[src/rtl/apb_timer_pkg.sv]
// Shared register map and bit positions for the APB timer.
package apb_timer_pkg;

    // Register indices within the 8-byte window.
    localparam logic [2:0] RegCtrl     = 3'd0;
    localparam logic [2:0] RegStatus   = 3'd1;
    localparam logic [2:0] RegReloadLo = 3'd2;
    localparam logic [2:0] RegReloadHi = 3'd3;
    localparam logic [2:0] RegCountLo  = 3'd4;
    localparam logic [2:0] RegCountHi  = 3'd5;
    localparam logic [2:0] RegPrescale = 3'd6;

    // CTRL bit positions.
    localparam int unsigned CtrlEn         = 0;
    localparam int unsigned CtrlAutoreload = 1;
    localparam int unsigned CtrlIrqen      = 2;

    // STATUS bit positions.
    localparam int unsigned StatusExpired = 0;

endpackage

[src/rtl/apb_timer_prescaler.sv]
// 8-bit down-counting prescaler: one-cycle tick every prescale+1 enabled cycles.
module apb_timer_prescaler (
    input  logic       clk,
    input  logic       rst,
    input  logic       en,
    input  logic       load,
    input  logic [7:0] prescale,
    output logic       tick
);

    logic [7:0] cnt_q, cnt_d;

    assign tick = en && (cnt_q == 8'd0);

    // Next count: explicit load, reload on tick, else decrement while enabled.
    always_comb begin
        cnt_d = cnt_q;
        if (load || tick) begin
            cnt_d = prescale;
        end else if (en) begin
            cnt_d = cnt_q - 8'd1;
        end
    end

    // Count register with synchronous reset.
    always_ff @(posedge clk) begin
        if (rst) begin
            cnt_q <= '0;
        end else begin
            cnt_q <= cnt_d;
        end
    end

endmodule

[src/rtl/apb_timer.sv]
// APB timer: register file, 16-bit down-counter, expiry status and interrupt.
module apb_timer
    import apb_timer_pkg::*;
(
    input  logic       clk,
    input  logic       rst,
    input  logic [2:0] bus_if_paddr,
    input  logic       bus_if_psel,
    input  logic       bus_if_penable,
    input  logic       bus_if_pwrite,
    input  logic [7:0] bus_if_pwdata,
    output logic [7:0] bus_if_prdata,
    output logic       bus_if_pready,
    output logic       interrupt
);

    logic [2:0]  ctrl_q, ctrl_d;
    logic        expired_q, expired_d;
    logic [15:0] reload_q, reload_d;
    logic [7:0]  prescale_q, prescale_d;
    logic [15:0] count_q, count_d;
    logic [7:0]  snap_q, snap_d;
    logic        irq_q;
    logic        wr_en, rd_en, load, tick;
    logic        exp_set, exp_clr;

    assign wr_en = bus_if_psel && bus_if_penable && bus_if_pwrite;
    assign rd_en = bus_if_psel && bus_if_penable && !bus_if_pwrite;

    // Only an EN 0->1 transition restarts the counters.
    assign load = wr_en && (bus_if_paddr == RegCtrl) && bus_if_pwdata[CtrlEn] && !ctrl_q[CtrlEn];

    assign bus_if_pready = bus_if_psel && bus_if_penable;
    assign interrupt     = irq_q;

    apb_timer_prescaler u_prescaler (
        .clk      (clk),
        .rst      (rst),
        .en       (ctrl_q[CtrlEn]),
        .load     (load),
        .prescale (prescale_q),
        .tick     (tick)
    );

    // Next state: counter/expiry first, then bus writes so a CTRL write overrides EN clear.
    always_comb begin
        ctrl_d     = ctrl_q;
        reload_d   = reload_q;
        prescale_d = prescale_q;
        count_d    = count_q;
        snap_d     = snap_q;
        exp_set    = 1'b0;
        exp_clr    = 1'b0;

        if (load) begin
            count_d = reload_q;
        end else if (tick) begin
            if (count_q != 16'd0) begin
                count_d = count_q - 16'd1;
            end else begin
                exp_set = 1'b1;
                if (ctrl_q[CtrlAutoreload]) begin
                    count_d = reload_q;
                end else begin
                    ctrl_d[CtrlEn] = 1'b0;
                end
            end
        end

        if (wr_en) begin
            case (bus_if_paddr)
                RegCtrl:     ctrl_d          = bus_if_pwdata[2:0];
                RegStatus:   exp_clr         = bus_if_pwdata[StatusExpired];
                RegReloadLo: reload_d[7:0]   = bus_if_pwdata;
                RegReloadHi: reload_d[15:8]  = bus_if_pwdata;
                RegPrescale: prescale_d      = bus_if_pwdata;
                default:     ;
            endcase
        end

        // Set wins over a simultaneous write-1-to-clear.
        expired_d = exp_set || (expired_q && !exp_clr);

        if (rd_en && (bus_if_paddr == RegCountLo)) begin
            snap_d = count_q[15:8];
        end
    end

    // State registers; reset takes priority over any write in the same cycle.
    always_ff @(posedge clk) begin
        if (rst) begin
            ctrl_q     <= '0;
            expired_q  <= 1'b0;
            reload_q   <= '0;
            prescale_q <= '0;
            count_q    <= '0;
            snap_q     <= '0;
            irq_q      <= 1'b0;
        end else begin
            ctrl_q     <= ctrl_d;
            expired_q  <= expired_d;
            reload_q   <= reload_d;
            prescale_q <= prescale_d;
            count_q    <= count_d;
            snap_q     <= snap_d;
            irq_q      <= expired_q && ctrl_q[CtrlIrqen];
        end
    end

    // Read mux; drives zero outside a read access phase.
    always_comb begin
        bus_if_prdata = '0;
        if (rd_en) begin
            case (bus_if_paddr)
                RegCtrl:     bus_if_prdata = {5'b0, ctrl_q};
                RegStatus:   bus_if_prdata = {7'b0, expired_q};
                RegReloadLo: bus_if_prdata = reload_q[7:0];
                RegReloadHi: bus_if_prdata = reload_q[15:8];
                RegCountLo:  bus_if_prdata = count_q[7:0];
                RegCountHi:  bus_if_prdata = snap_q;
                RegPrescale: bus_if_prdata = prescale_q;
                default:     bus_if_prdata = '0;
            endcase
        end
    end

endmodule

[config.mk]
export PLATFORM = sky130hd
export DESIGN_NAME = apb_timer
export DESIGN_NICKNAME = d
export VERILOG_FILES = /design/src/rtl/apb_timer_pkg.sv /design/src/rtl/apb_timer_prescaler.sv /design/src/rtl/apb_timer.sv
export SDC_FILE = /design/constraint.sdc
export NUM_CORES = 1
export LEC_CHECK = 0
export BUFFER_PORTS_ARGS = -buffer_cell sky130_fd_sc_hd__buf_2
export CAP_MARGIN = 5
export CORE_MARGIN = 5
export CORE_UTILIZATION = 40
export CTS_BUF_LIST = sky130_fd_sc_hd__clkbuf_16
export CTS_CLUSTER_DIAMETER = 80
export DETAILED_ROUTE_END_ITERATION = 10
export PLACE_DENSITY = 0.56
export SLEW_MARGIN = 20
export SYNTH_ARGS = -nofsm -noshare
export SYNTH_HDL_FRONTEND = slang
export SYNTH_SLANG_ARGS = --single-unit
[constraint.sdc]
create_clock -name clk -period 2.45 [get_ports clk]
set_input_delay 0.245 -clock clk [delete_from_list [all_inputs] [get_ports clk]]
set_output_delay 0.245 -clock clk [all_outputs]
set_load 0.02 [all_outputs]
==> impl_metrics.toml <==
[setup_path]
rr_startpoint = "u_prescaler.cnt_q[0]"
worstPathRequired_ns = 2.68
path_class = "flop to flop"
r2r_cells = 8
path_max_fanout = 13
worstPathArrival_ns = 2.52
timing.rr.end = "count_q[5]"
reg2reg_slack_ns = 0.16
worstSetupStartpointType = "flop"
cp-end-kind = "flop"

[yosys]
synth_seq_cells = 61
synth_cell_types = 52
synth_nets = 439
yosysWarningCount = 0
avgSynthCellArea_um2 = 8.048
synth.largest_area_cell = "dfxtp_1"
ys_seq_area_share_pct = 36.22
ys.flop_type = "dfxtp_1"
synthArstFlopShare_pct = 0
syn_area_mm2 = 0.003372
yosysMostFrequentCell = "nor2_1"
synthTopCellsByArea = "dfxtp_1 (36%), mux2i_1 (10%), nor2_1 (7.8%)"
synthCells = 419
netlist.area_leader.share_pct = 36.22
synth_common_cells = "nor2_1 (70), dfxtp_1 (61), a21oi_1 (39)"
synth_edf_count = 0

[global_route]
grt_pass1_vias = 3065
overflow = 0
grt_max_degree = 53
antenna_found_initial = 0
grtUsageTotal_pct = 20.34
grt_pass1_wl_mm = 16.37

[cells_and_area]
fill_cells = 825
antenna_cells = 0
area_growth_pct = 18.33
drive_gt1_share_pct = 15.20
nets = 469
final_area_mm2 = 0.003990

[clocking]
numCtsBuffers = 9
clk_path_buf_depth = 2
clkSinkCount = 61
h-tree-depth = 3
clk_pin_slew_ns = 0.06
cts.repair.resized = 0
post_cts_buffers = 0
cts_root_buf = "clkbuf_16"
hold_buffers = 0
cts_tree = "yes"
clk_latency_ns = 0.32

[sta]
clock_skew_ns = 0.006843
setup_ws_ns = 0.1586
post-route-period-util_pct = 93.52
slew_violations = 0
post-route-min-period_ns = 2.291
fmax_mhz = 436.4
setup_viol = 0
rsz0062_at_grt = "false"
tns_ns = 0
tightest_slew_ns = 0.5482
hold_violations = 0
slew_headroom_pct = 63.12

[drt]
ant_nets = 0
first_pass_iters = 5
vias = 3238
remaining_drc_errors = 0
routedWlPerCell_um = 18.23
vias_per_cell = 5.792
drt_wl_total_mm = 10.19
drt_iter0_markers = 213

[run]
maxCapViolations = 0

[place]
io_buffers = 25
gp_congestion = 0.8647
dp_slack_ns = 0.2316
dpl-instance-area_mm2 = 0.003674
hpwlAfterDp_mm = 7.499

[power_and_ir_drop]
powerDensity_mw_per_mm2 = 620.6
clkPwrFrac_pct = 54.5
p_int_mw = 1.923
sequentialPowerShare_pct = 40.5
power.net_switching_uw = 552.9
peakVddDrop_mv = 0.4417
swShare_pct = 22.33
p_leak_nw = 1.535
p_comb_share_pct = 4.9

[hold_path]
hold_path_class = "input pin to flop"
hp-start = "bus_if_pwdata[7]"
hold_end = "reload_q[7]"
worstHoldPathCells = 3

[floorplan]
start_util_pct = 41.04
dieArea_mm2 = 0.01037
die_h_um = 101.8
fp.dieW_um = 101.8
core_mm2 = 0.008217
rows = 33
pin_count = 26

[status]
outcome = "finished clean"
==> final cells by class <==
class | count | area [µm²] | area share [%]
Timing Repair Buffer | 44 | 280.3 | 7.024
Multi-Input combinational cell | 319 | 1988 | 49.83
Clock inverter | 7 | 91.34 | 2.289
Tap cell | 105 | 131.4 | 3.293
Clock buffer | 9 | 225.2 | 5.644
Sequential cell | 61 | 1221 | 30.61
Inverter | 14 | 52.55 | 1.317
==> power by group through the flow <==
stage	clock network, mW	registers [mW]	logic, mW
2_1_floorplan	0	1.02	0.0796
3_3_place_gp	0	1.02	0.122
3_5_place_dp	0	1.02	0.122
4_1_cts	1.37	1.00	0.122
5_1_grt	1.41	1.00	0.135
6_report	1.35	1.00	0.123
==> registers in the layout (all words and copies together), names as in the netlist <==
register and cells:
count_q 16, ctrl_q 3, expired_q 1, interrupt 1, prescale_q 8, reload_q 16, snap_q 8, u_prescaler.cnt_q 8
==> worst max-delay path by stage <==
stage	start	endpoint	slack [ns]
after global placement	bus_if_paddr[1]	count_q[14]	0.29
after CTS	u_prescaler.cnt_q[0]	count_q[5]	0.18
final	u_prescaler.cnt_q[0]	count_q[5]	0.16
after floorplan	u_prescaler.cnt_q[0]	count_q[1]	0.33
after global routing	u_prescaler.cnt_q[0]	count_q[8]	0.02
after detailed placement	u_prescaler.cnt_q[0]	count_q[5]	0.23
==> per-stage QoR <==
step	std cells	hold WS (ns)	util [%]	power [mW]
2_1_floorplan	419	0.3810	-	1.101
3_3_place_gp	543	0.4638	44.71	1.146
3_5_place_dp	543	0.4595	44.71	1.147
4_1_cts	559	0.1857	48.56	2.492
5_1_grt	559	0.1977	48.56	2.547
6_report	559	0.1871	48.56	2.476
==> placed cells by master (no fill, tap or decap), drive strengths merged, types with 3 or more instances in the layout <==
cell / count
ha: 4
nor2: 70
dfxtp: 61
buf: 44
a222oi: 5
nand2: 25
nor3: 12
a21oi: 39
o32ai: 8
clkbuf: 9
inv: 15
mux2i: 35
nand2b: 3
o21ai: 22
a22o: 6
nor3b: 7
a21o: 3
nand4: 3
a211oi: 3
nand3: 13
a221oi: 3
and2: 6
nor2b: 7
a22oi: 3
or3: 3
nor4: 10
and3: 3
==> worst max-delay path, stage by stage (launching register included) <==
cell	delay (ns)
dfxtp_1	0.37
inv_1	0.09
ha_1	0.19
nor3b_1	0.15
and4b_1	0.21
nor2_1	0.45
or2_2	0.41
nor2_1	0.09
o32ai_1	0.24
==> logic make-up (layout without fill, tap and decap cells) <==
kind of cell             after synthesis  after routing  synth area share (%)
AO/OA/AOI/OAI                        107            107                 20.74
multiplexers                          37             37                 11.06
adder cells (fa/ha/maj)                4              4                 1.484
buffers and inverters                 39             74                 4.934
AND/OR/NAND/NOR                      171            171                 25.57
flip-flops                            61             61                 36.22
==> routing by layer <==
metal / vias up / track usage, % / part of all wire [%]
li1: 1587 / - / -
met1: 1555 / 29.37 / 48
met2: 90 / 31.84 / 45
met3: 6 / 3.754 / 5.5
met4: 0 / 4.339 / 0.79
met5: - / 0 / 0
No activity file was read; power rests on OpenSTA's default activity.
